### src/rtl/ac_requant.sv
// ac_requant -- output requantization stage behind the accumulator.
//
// Each accepted accumulated sum is biased, rounded and arithmetically shifted
// right. It is then optionally clamped at zero (ReLU) and saturated to
// OUT_WIDTH. The result is queued in a small in-order FIFO that feeds a
// valid/ready consumer port.
//
// Upstream flow control is credit based. acc_ready only admits a sum when the
// FIFO is guaranteed to have room for it once it leaves the pipeline. Because
// of that the pipeline never stalls and an accepted sum is never dropped.
//
// Ports
//   clk        rising-edge clock
//   rst        synchronous, active-high reset
//   acc_data   signed accumulated sum            (ACC_WIDTH)
//   acc_valid  acc_data is a final sum this cycle
//   acc_ready  a sum may be accepted this cycle (register-derived only)
//   bias       signed bias, sampled with acc_data (ACC_WIDTH)
//   shift      right-shift amount, stable while sums are in flight
//   relu_en    clamp negative results to zero, stable while in flight
//   out_data   FIFO head, signed; zero when out_valid is low (OUT_WIDTH)
//   out_valid  FIFO is non-empty
//   out_ready  consumer takes the head this cycle
//   sat_clr    synchronous clear of sat_cnt (wins over an increment)
//   sat_cnt    number of saturated results, sticks at 0xFFFF

module ac_requant #(
  parameter int ACC_WIDTH   = 35,
  parameter int OUT_WIDTH   = 16,
  parameter int SHIFT_WIDTH = 5,
  parameter int FIFO_DEPTH  = 4
) (
  input  logic                   clk,
  input  logic                   rst,
  input  logic [ACC_WIDTH-1:0]   acc_data,
  input  logic                   acc_valid,
  output logic                   acc_ready,
  input  logic [ACC_WIDTH-1:0]   bias,
  input  logic [SHIFT_WIDTH-1:0] shift,
  input  logic                   relu_en,
  output logic [OUT_WIDTH-1:0]   out_data,
  output logic                   out_valid,
  input  logic                   out_ready,
  input  logic                   sat_clr,
  output logic [15:0]            sat_cnt
);

  // Two guard bits: the bias addition and the rounding constant cannot
  // overflow at this width.
  localparam int SUM_W = ACC_WIDTH + 2;
  localparam int PTR_W = $clog2(FIFO_DEPTH);
  // Occupancy plus in-flight count can exceed FIFO_DEPTH, so keep headroom.
  localparam int CNT_W = PTR_W + 2;

  localparam logic signed [SUM_W-1:0] L_MAX =
    {{(SUM_W-OUT_WIDTH+1){1'b0}}, {(OUT_WIDTH-1){1'b1}}};
  localparam logic signed [SUM_W-1:0] L_MIN = ~L_MAX;

  // Control state
  logic                    r_rst_q;
  logic                    r_s1_vld;
  logic                    r_s2_vld;
  logic [PTR_W-1:0]        r_wr_ptr;
  logic [PTR_W-1:0]        r_rd_ptr;
  logic [CNT_W-1:0]        r_count;
  logic [15:0]             r_sat_cnt;

  // Datapath state
  logic signed [SUM_W-1:0] r_s1_sum;
  logic signed [SUM_W-1:0] r_s2_val;
  logic [OUT_WIDTH-1:0]    r_mem [FIFO_DEPTH];

  // Combinational signals
  logic                    w_accept;
  logic                    w_push;
  logic                    w_pop;
  logic                    w_sat_hi;
  logic                    w_sat_lo;
  logic [CNT_W-1:0]        w_inflight;
  logic signed [SUM_W-1:0] w_acc_ext;
  logic signed [SUM_W-1:0] w_bias_ext;
  logic signed [SUM_W-1:0] w_sum_in;
  logic signed [SUM_W-1:0] w_round;
  logic signed [SUM_W-1:0] w_shifted;
  logic signed [SUM_W-1:0] w_relu;
  logic [OUT_WIDTH-1:0]    w_sat_out;

  // ---------------------------------------------------------------------------
  // Credit and handshakes
  // ---------------------------------------------------------------------------
  // S3 is the combinational saturation in front of the FIFO write port. It
  // holds no register of its own, so only the S1 and S2 valid bits are in
  // flight.
  assign w_inflight = CNT_W'(r_s1_vld) + CNT_W'(r_s2_vld);
  assign acc_ready  = !r_rst_q && ((r_count + w_inflight) < CNT_W'(FIFO_DEPTH));
  assign w_accept   = acc_valid & acc_ready;
  assign out_valid  = (r_count != '0);
  assign w_push     = r_s2_vld;
  assign w_pop      = out_valid & out_ready;

  // ---------------------------------------------------------------------------
  // S1 input: sign-extend and add the bias
  // ---------------------------------------------------------------------------
  assign w_acc_ext  = {{2{acc_data[ACC_WIDTH-1]}}, acc_data};
  assign w_bias_ext = {{2{bias[ACC_WIDTH-1]}}, bias};
  assign w_sum_in   = w_acc_ext + w_bias_ext;

  // ---------------------------------------------------------------------------
  // S2 input: round half up, arithmetic shift, then ReLU
  // ---------------------------------------------------------------------------
  always_comb begin
    // NOTE: every variable assigned in a combinational block gets a default
    // first. Otherwise a path that skips the assignment infers a latch.
    w_round = '0;
    if (shift != '0) begin
      w_round = SUM_W'(1) << (shift - SHIFT_WIDTH'(1));
    end
    w_shifted = (r_s1_sum + w_round) >>> shift;
    w_relu    = (relu_en && w_shifted[SUM_W-1]) ? '0 : w_shifted;
  end

  // ---------------------------------------------------------------------------
  // S3: saturate the S2 value on its way into the FIFO
  // ---------------------------------------------------------------------------
  assign w_sat_hi = (r_s2_val > L_MAX);
  assign w_sat_lo = (r_s2_val < L_MIN);

  always_comb begin
    w_sat_out = r_s2_val[OUT_WIDTH-1:0];
    if (w_sat_hi) begin
      w_sat_out = L_MAX[OUT_WIDTH-1:0];
    end else if (w_sat_lo) begin
      w_sat_out = L_MIN[OUT_WIDTH-1:0];
    end
  end

  // ---------------------------------------------------------------------------
  // Control registers (reset)
  // ---------------------------------------------------------------------------
  always_ff @(posedge clk) begin
    // NOTE: sequential state uses non-blocking assignments. Every register
    // then samples pre-edge values, no matter what order the statements are in.
    r_rst_q <= rst;
    if (rst) begin
      r_s1_vld  <= 1'b0;
      r_s2_vld  <= 1'b0;
      r_wr_ptr  <= '0;
      r_rd_ptr  <= '0;
      r_count   <= '0;
      r_sat_cnt <= '0;
    end else begin
      r_s1_vld <= w_accept;
      r_s2_vld <= r_s1_vld;
      if (w_push) begin
        r_wr_ptr <= r_wr_ptr + PTR_W'(1);
      end
      if (w_pop) begin
        r_rd_ptr <= r_rd_ptr + PTR_W'(1);
      end
      r_count <= r_count + CNT_W'(w_push) - CNT_W'(w_pop);
      if (sat_clr) begin
        r_sat_cnt <= '0;
      end else if (w_push && (w_sat_hi || w_sat_lo) && (r_sat_cnt != 16'hFFFF)) begin
        r_sat_cnt <= r_sat_cnt + 16'd1;
      end
    end
  end

  // ---------------------------------------------------------------------------
  // Datapath registers and FIFO storage (no reset)
  // ---------------------------------------------------------------------------
  // NOTE: data registers and the FIFO array are not reset. The valid bits and
  // the occupancy count decide what is meaningful, and leaving the storage
  // unreset lets it map onto plain flops or RAM.
  always_ff @(posedge clk) begin
    if (w_accept) begin
      r_s1_sum <= w_sum_in;
    end
    r_s2_val <= w_relu;
    if (w_push) begin
      r_mem[r_wr_ptr] <= w_sat_out;
    end
  end

  // The head comes straight from the storage register. It is masked so that
  // nothing stale shows while the FIFO is empty.
  assign out_data = out_valid ? r_mem[r_rd_ptr] : '0;
  assign sat_cnt  = r_sat_cnt;

endmodule

### config.mk
export PLATFORM = sky130hd
export DESIGN_NAME = ac_requant
export DESIGN_NICKNAME = d
export VERILOG_FILES = /design/src/rtl/ac_requant.sv
export SDC_FILE = /design/constraint.sdc
export NUM_CORES = 1
export LEC_CHECK = 0
export CAP_MARGIN = 20
export CORE_UTILIZATION = 40
export CTS_BUF_LIST = sky130_fd_sc_hd__clkbuf_4 sky130_fd_sc_hd__clkbuf_8
export CTS_CLUSTER_DIAMETER = 80
export DETAILED_ROUTE_END_ITERATION = 8
export SYNTH_ARGS = -nofsm -noshare
export SYNTH_HDL_FRONTEND = slang
export SYNTH_SLANG_ARGS = --single-unit
### constraint.sdc
create_clock -name clk -period 11.4 [get_ports clk]
set_clock_uncertainty 0.2 [all_clocks]
set_input_delay 2.28 -clock clk [delete_from_list [all_inputs] [get_ports clk]]
set_output_delay 2.28 -clock clk [all_outputs]
set_load 0.02 [all_outputs]
Word level (Yosys, flattened, before mapping)
Memories as Yosys holds them, arrays and structs flattened. A register that Yosys moved wholly into a read port is not among the register bits. Index checks and enable logic that the tools add are counted.

Register bits after elaboration: 101. Output and inout bits: 34. Memories: 1. Logic and storage cells: 45. Bits of input ports: 81. RAM bits: 64.

Mux-type cells: 8. Shifts and indexed selects: 2. Reduce and logical (&&, ||, !) cells: 9. Magnitude comparators: 3. Add/sub/neg operators: 10. Equal/unequal tests: 1. Bitwise operators: 2.

Memory list: r_mem (words 4, bits a word 16, read ports 1, clocked after Yosys merged registers in 1, wr ports 1, line 71) `logic [OUT_WIDTH-1:0] r_mem [FIFO_DEPTH];`.

Operators by type and width (count): 2-to-1 mux 16 bit (3); adder 37 bit (1); > comparator 37 x 16 -> 1 bit, second input constant (1); less-than comparator 37 x 16 -> 1 bit, second input constant (1); 2-to-1 mux 37 bit (1); << shifter 1 x 5 -> 37 bit, first input constant (1); >>> shifter 37 x 5 -> 37 bit (1); adder 35 x 35 -> 36 bit (1); adder 16 x 1 -> 16 bit, second input constant (1); != test 16 bit, second input constant (1); nonzero test 5 bit (1); subtractor 5 x 1 -> 5 bit, second input constant (1); adder 2 x 1 -> 2 bit, second input constant (2); adder 4 x 1 -> 4 bit (1); adder 4 x 2 -> 4 bit (1); logical AND 1 bit (4); less-than comparator 4 x 3 -> 1 bit, second input constant (1); 2-to-1 mux 2 bit (2); nonzero test 4 bit (1); subtractor 4 x 1 -> 4 bit (1); adder 1 x 1 -> 2 bit (1); AND 1 bit (2); 2-to-1 mux 1 bit (2); OR reduction 2 bit (1); other kinds (2) (2).

Longest topological paths before layout
Gate-level depths: netlist (run 1).

Depth after elaboration: 6. Depth in mapped cells: 18. Gate-level depth less buffers: 15.

Worst setup path after synthesis (run 1)
Ideal clock, no wire load.

Path kind: in2reg. Start point: in shift[2]. End point: reg r_s2_val[23]. Buffers on the path: 3. Stages: 17. Data required time: 11.078 ns. Setup slack: 4.994 ns. Setup time: 0.122 ns. Arrival: 6.084 ns. Cells stage by stage: inv_1 > clkbuf_1 > buf_1 > nand2_1 > nor3_1 > ha_1 > buf_6 > a21oi_2 > o21ai_2 > a221oi_2 > a311oi_2 > o41a_1 > and3_4 > or4_1 > o211a_1 > and3_4 > a311o_1.

Cells in the longest elaborated chain, start to end: 6. Elaborated cells between the ends (all ways): 7. Those cells by class: add/sub (2); shift (2); mux (1); reduce/logical (2).

Ends and longest elaborated chain: start, declared (line 39) `input logic [SHIFT_WIDTH-1:0] shift,`; subtractor 5 x 1 -> 5 bit (line 116) `w_round = SUM_W'(1) << (shift - SHIFT_WIDTH'(1));`; << shifter 1 x 5 -> 37 bit (line 116); 2-to-1 mux 37 bit (line 115) `if (shift != '0) begin`; adder 37 bit (line 118) `w_shifted = (r_s1_sum + w_round) >>> shift;`; >>> shifter 37 x 5 -> 37 bit * (line 118); logical AND 1 bit (line 119) `w_relu = (relu_en && w_shifted[SUM_W-1]) ? '0 : w_shifted;`; end signal, assigned (line 179) `r_s2_val <= w_relu;`; end, declared (line 70) `logic signed [SUM_W-1:0] r_s2_val;`.

Mark *: on every way between the ends. The rest lies on a longest branch, timed or not. A chain may end at the register's enable or synchronous reset.

Final worst setup path (run 1)
Start point: in shift[1]. End point: reg r_s2_val[23].

Same word-level chain as after synthesis.

==> results.tsv, run 1 <==
stage	metric	value	unit
critical_path	CP arrival	8180	ps
placed_design	gp weighted congestion	0.9322	
worst_hold_path	worst hold-check path type	flip-flop to flip-flop	
synth	Seq/Total Area, Yosys	0.3407	
floorplan	Die H	180.1	um
critical_path	critical-path cell list	clkdlybuf4s50_1 -> buf_4 -> inv_1 -> buf_4 -> nand2_1 -> nor2_1 -> ha_1 -> a21oi_1 -> o21ai_1 -> a22oi_1 -> nor2_1 -> a21oi_2 -> o21ai_1 -> buf_4 -> nor2_1 -> nor2_1 -> and3_4 -> a311o_1	
critical_path	crit path launch	shift[1]	
placed_design	DP Worst Slack	3019	ps
routing	vias per cell	5.896	
routing	First DRT Iteration DRCs	878	
floorplan	die area	0.03245	sq mm
synth	synthesized flop and latch total	166	
sta	hold slack	276.1	ps
synth	Syn Nets	1581	
critical_path	Setup CP Type	input pin to flip-flop	
synth	Synth area leader	edfxtp_1	
sta	relative slew slack	0.2969	
sta	fmax	0.1244	GHz
synth	Synth Flop Type	edfxtp_1	
sta	fin worst setup slack	3361	ps
global_route	All-Layer GR Usage	0.2172	
pwr	Internal	1.215	mW
synth	Synth Instances	1418	
clock_network	clk sink count	166	
synth	asr flop ratio synth	0	
run	MaxCap Viol Count	0	
synth	Commonest cells post-synth	nor2_1, nand2_1, edfxtp_1	
synth	synth warn	0	
synth	Post-synth EDFFs	100	
global_route	vias in the first global route	11000	
pwr	Gate power share	0.400	
clock_network	post-CTS resize count	0	
layout	Nets	1651	
layout	Area growth syn-to-layout	14.19	%
layout	final cell count without fillers	1897	
routing	total wire length	34.54	mm
layout	number of diodes	0	
floorplan	Die X	180.1	um
critical_path	Crit path required time	11540	ps
clock_network	clk_lat worst skew	470	ps
worst_hold_path	Hold Crit Start	r_s1_vld$_SDFF_PP0_	
sta	max-slew violation count	0	
pwr	PwrDens	134.0	mW/mm^2
critical_path	Crit Path Max Fanout	50	
sta	setup repair after global routing missed its margin	no	
routing	DRT antenna net count	0	
critical_path	reg-to-reg startpoint	r_s1_sum[0]$_DFFE_PP_	
clock_network	H-tree Lvls	4	
clock_network	cts bufs inserted	17	
routing	total number of vias	11190	
critical_path	critical path's slowest cell	nand2_1	
pwr	Max IR drop VDD	0.07650	mV
global_route	GRT overflow	0	
critical_path	element type at the critical path end	flip-flop	
floorplan	Core Area	0.03091	sq mm
pwr	switching component of the power	0.7281	mW
clock_network	clk root buf	clkbuf_8	
synth	share of the synthesized area in the top cell type	0.2366	
layout	share of post-route cells with drive strength above 1	0.08061	
global_route	initial antenna violation count	0	
placed_design	hpwl dp	26.40	mm
pwr	clock share of power	0.219	
routing	WL per Instance	18.21	um
critical_path	Worst path most repeated cell	nor2_1	
global_route	first-pass GRT wire length	57.01	mm
floorplan	I/O pin total	115	
pwr	Lkg Pwr	5.358	nW
synth	Netlist cell types	94	
floorplan	FP Rows	64	
placed_design	# placed instances	1865	
sta	min Tclk post-route	8039	ps
sta	final hold violation count	0	
critical_path	startpoint types	input pin	
pwr	sequential fraction of design power	0.381	
synth	most numerous cell in the Yosys netlist	nor2_1	
sta	share of the cycle needed by the critical path after routing	0.7051	
synth	Synth Cell Area	0.01269	sq mm
clock_network	cts hold-fix bufs	0	
clock_network	clock slew at reported path FFs	100	ps
placed_design	IO buf count	114	
clock_network	postcts setup bufs	0	
pwr	switch share	0.3748	
floorplan	Initial Utilization	0.4107	
routing	DRC viols	0	
critical_path	Largest delay share family, worst path	simple AND/OR/NAND/NOR gates	
sta	Slew @ Worst Pin	1051	ps
synth	top cells by area, synth	edfxtp_1, dfxtp_1, ha_1	
clock_network	CTS tree	built	
sta	final setup vio count	0	
routing	Pre-antenna DRT Iters	5	
global_route	largest net degree at the start of global routing	51	
critical_path	Buf/Inv on CP	5	
synth	syn avg cell area	8.952	sq um
sta	setup_tns	0	ps
layout	post-layout util	0.4690	
clock_network	CTS Buffer Depth	2	
status	status	finished clean	
critical_path	Critical Path Max Stage Delay	640	ps
layout	Fillers	3066	
==> power by group through the flow <==
| stage | clock network [mW] | registers [mW] | logic (mW) |
|---|---|---|---|
| 6_report | 0.426 | 0.740 | 0.777 |
| 5_1_grt | 0.467 | 0.747 | 0.853 |
| 4_1_cts | 0.441 | 0.741 | 0.777 |
| 3_5_place_dp | 0 | 0.754 | 0.774 |
| 3_3_place_gp | 0 | 0.754 | 0.766 |
| 2_1_floorplan | 0 | 0.739 | 0.543 |
==> through the flow <==
step	total power, mW	cell area (sq um)
CTS	1.958	14500
finish	1.943	14500
global placement	1.521	14090
global route	2.067	14500
floorplan	1.282	12690
detailed placement	1.528	14110
==> final timing paths <==
| path | endpoint | slack [ps] | cells after the start |
|---|---|---|---|
| max | r_s2_val[23]$_SDFF_PP0_ | 3360 | 18 |
| min | r_s2_vld$_SDFF_PP0_ | 280 | 1 |
| max reg2reg | r_s2_val[23]$_SDFF_PP0_ | 6910 | 13 |
| min reg2reg | r_s2_vld$_SDFF_PP0_ | 280 | 1 |
==> cell usage in the layout (no fill, tap or decap), types with 6 or more instances in the layout <==
cell / Yosys / final
or4_1: 7 / 7
a31oi_1: 14 / 14
nand4_1: 26 / 26
clkdlybuf4s50_1: 0 / 114
and2_1: 34 / 33
o21ai_0: 70 / 70
nand2b_1: 9 / 9
o31ai_1: 10 / 10
inv_1: 35 / 35
nand2_1: 108 / 108
mux2i_1: 23 / 23
ha_1: 79 / 79
o31a_1: 6 / 6
nor4_1: 12 / 12
nor3_1: 32 / 32
o21ai_1: 9 / 9
or3_1: 7 / 7
a211oi_1: 17 / 17
o22ai_1: 16 / 16
o21bai_1: 9 / 9
edfxtp_1: 100 / 100
nor2b_1: 13 / 13
a211o_1: 11 / 11
inv_8: 0 / 6
mux2_2: 8 / 8
o211a_1: 7 / 7
nor2_1: 195 / 195
and3_1: 12 / 12
mux4_2: 27 / 27
o21a_1: 15 / 15
xor2_1: 32 / 32
a21oi_1: 92 / 92
a21o_1: 19 / 19
clkbuf_8: 0 / 17
nand3_1: 36 / 36
buf_4: 1 / 13
dfxtp_1: 66 / 66
o211ai_1: 16 / 16
xnor2_1: 50 / 50
==> state kept, by name, summed over array words and instances, names as in the netlist, named ones only <==
signal / count
r_mem: 64
r_s2_val: 37
r_s1_sum: 36
sat_cnt: 16
r_count: 4
r_rd_ptr: 2
r_wr_ptr: 2
r_rst_q: 1
r_s1_vld: 1
r_s2_vld: 1
==> cells by family after synthesis <==
logic type,Yosys count,synth area share
simple gates,517,0.1933
compound gates,398,0.2161
flops,166,0.3407
buf+inv,114,0.03736
fa+ha+maj,82,0.08260
xor+xnor,82,0.05658
mux,58,0.07314
other cells,1,0.0002954
==> layout make-up <==
cell class                      instances  area, sq um  share of cell area
Inverter                               36        135.1            0.009322
Multi-Input combinational cell       1138         7896              0.5448
Clock inverter                         15        155.1             0.01070
Sequential cell                       166         4324              0.2983
Clock buffer                           17        234.0             0.01614
Timing Repair Buffer                  129         1255             0.08658
Tap cell                              396        495.5             0.03418
==> routing by layer <==
metal | GRT usage | share of wire | vias up
met4 | 0.07556 | 0.026 | 0
met1 | 0.2809 | 0.45 | 5255
met2 | 0.3774 | 0.48 | 395
met3 | 0.02162 | 0.046 | 67
li1 | - | - | 5468
met5 | 0 | 0 | -
No activity file was read; power rests on OpenSTA's default activity.
==> inputs of run 2 (changes only) <==
- clock period: 11.4 -> 7.3 ns (I/O delays scaled with it)
==> results.tsv, run 2 (synthesis results as in run 1) <==
stage	metric	value	unit	change
status	status	finished clean		
layout	Largest register FFs	64		unchanged
sta	max-slew violation count	0		unchanged
floorplan	FP Rows	64		unchanged
sta	share of the cycle needed by the critical path after routing	0.8608		
placed_design	DP Area	0.01425	sq mm	+1.1%
sta	relative slew slack	0.3765		+0.07957
floorplan	Initial Utilization	0.4107		unchanged
critical_path	CP arrival	6430	ps	-1750 ps
routing	WL per Instance	18.03	um	-0.95%
clock_network	clk sink count	166		unchanged
critical_path	Setup CP Type	input pin to flip-flop		
sta	min Tclk post-route	6284	ps	
routing	total wire length	34.61	mm	+0.19%
sta	hold slack	278.0	ps	+1.956 ps
global_route	All-Layer GR Usage	0.2140		-0.003152
routing	vias per cell	5.881		-0.26%
pwr	PwrDens	207.7	mW/mm^2	+55%
layout	most frequent cells in the layout	nor2_1, clkdlybuf4s50_1, nand2_1		
placed_design	IO buf count	114		unchanged
routing	total number of vias	11290		+0.89%
routing	Pre-antenna DRT Iters	5		unchanged
sta	Slew @ Worst Pin	935.2	ps	-115.5 ps
sta	setup repair after global routing missed its margin	no		
global_route	initial antenna violation count	0		unchanged
global_route	GRT overflow	0		unchanged
floorplan	Die H	180.1	um	unchanged
layout	Regs by FF count	r_mem x64, r_s2_val x37, r_s1_sum x36		
clock_network	CTS Buffer Depth	2		unchanged
sta	final hold violation count	0		unchanged
layout	most common cell after layout, fill and taps aside	nor2_1		
routing	DRT antenna net count	0		unchanged
layout	share of post-route cells with drive strength above 1	0.09455		+0.01394
pwr	Max IR drop VDD	0.1164	mV	+52%
critical_path	Crit Path Max Fanout	13		-74%
pwr	total power	3.045	mW	+57%
layout	post-route cell area	0.01466	sq mm	+1.2%
clock_network	cts hold-fix bufs	0		unchanged
placed_design	gp weighted congestion	0.9621		+3.2%
critical_path	startpoint types	input pin		
global_route	vias in the first global route	10900		-0.93%
layout	register with the most flip-flops	r_mem		
floorplan	die area	0.03245	sq mm	unchanged
clock_network	clk root buf	clkbuf_8		
clock_network	CTS tree	built		
layout	Area growth syn-to-layout	15.51	%	
routing	First DRT Iteration DRCs	930		+5.9%
sta	setup_tns	0	ps	unchanged
clock_network	clk_lat worst skew	450	ps	-20 ps
floorplan	Core Area	0.03091	sq mm	unchanged
worst_hold_path	worst hold-check path type	flip-flop to flip-flop		
pwr	Lkg Pwr	5.470	nW	+2.1%
clock_network	postcts setup bufs	0		unchanged
clock_network	H-tree Lvls	4		unchanged
layout	number of diodes	0		unchanged
critical_path	element type at the critical path end	flip-flop		
run	MaxCap Viol Count	0		unchanged
placed_design	# placed instances	1885		+1.1%
clock_network	clock slew at reported path FFs	90	ps	about the same
floorplan	Die X	180.1	um	unchanged
sta	final setup vio count	0		unchanged
routing	DRC viols	0		unchanged
placed_design	hpwl dp	26.81	mm	+1.5%
sta	fmax	0.1591	GHz	
layout	Nets	1673		+1.3%
floorplan	I/O pin total	115		unchanged
critical_path	Crit path required time	7440	ps	-4100 ps
layout	final cell count without fillers	1919		+1.2%
clock_network	post-CTS resize count	0		unchanged
clock_network	cts bufs inserted	17		unchanged
global_route	largest net degree at the start of global routing	39		-24%
global_route	first-pass GRT wire length	56.43	mm	-1.0%
[run 2: cell count changes in the layout (fill, tap and decap cells not counted), sizes merged]
cell and change:
buf +22, clkinv -4, inv +3, clkbuf +1
[run 2: layout make-up]
class | count | area (sq um)
fillers | 2986 | 16250
inverters | 36 | 135.1
flip-flops and latches | 166 | 4324
repair buffers | 151 | 1439
clock inverters | 14 | 131.4
clock buffers | 18 | 241.5
well taps | 396 | 495.5
multi-input cells | 1138 | 7896
[run 2: report_power, final]
group / switching [mW] / leakage [nW] / internal, mW
registers: 0.0579 / 1.45 / 1.10
clock network: 0.394 / 0.196 / 0.258
logic: 0.675 / 3.83 / 0.557
[run 2: final timing paths]
check                                      startpoint                endpoint  slack (ps)  cells after the start
worst max-delay path                         shift[3]  r_s2_val[7]$_SDFF_PP0_        1020                     16
worst min register to register    r_s1_vld$_SDFF_PP0_     r_s2_vld$_SDFF_PP0_         280                      1
worst max register to register  r_s1_sum[0]$_DFFE_PP_  r_s2_val[7]$_SDFF_PP0_        2910                     12
worst min-delay path              r_s1_vld$_SDFF_PP0_     r_s2_vld$_SDFF_PP0_         280                      1
[run 2: worst max-delay path, cell delays in order]
cell,delay (ps)
clkdlybuf4s50_1,820
nor2_1,180
nand2_1,210
nor2_1,80
ha_1,210
fa_1,400
a21o_1,210
a221oi_2,420
o21a_2,260
o21ai_1,170
a21oi_2,310
xor2_1,150
mux2_2,310
a221oi_1,620
a221oi_1,270
a21oi_1,330
[run 2: per-layer routing]
metal	global-route usage	part of all wire
met1	0.2768	0.45
met2	0.3661	0.47
met3	0.02567	0.041
met4	0.08000	0.031
met5	0	0
[run 2: stage by stage]
step / setup WS [ps] / util
after floorplan: 1714 / -
after global placement: 677.4 / 0.4612
after detailed placement: 653.9 / 0.4612
after CTS: 1118 / 0.4732
after global routing: 871.9 / 0.4744
final: 1016 / 0.4744
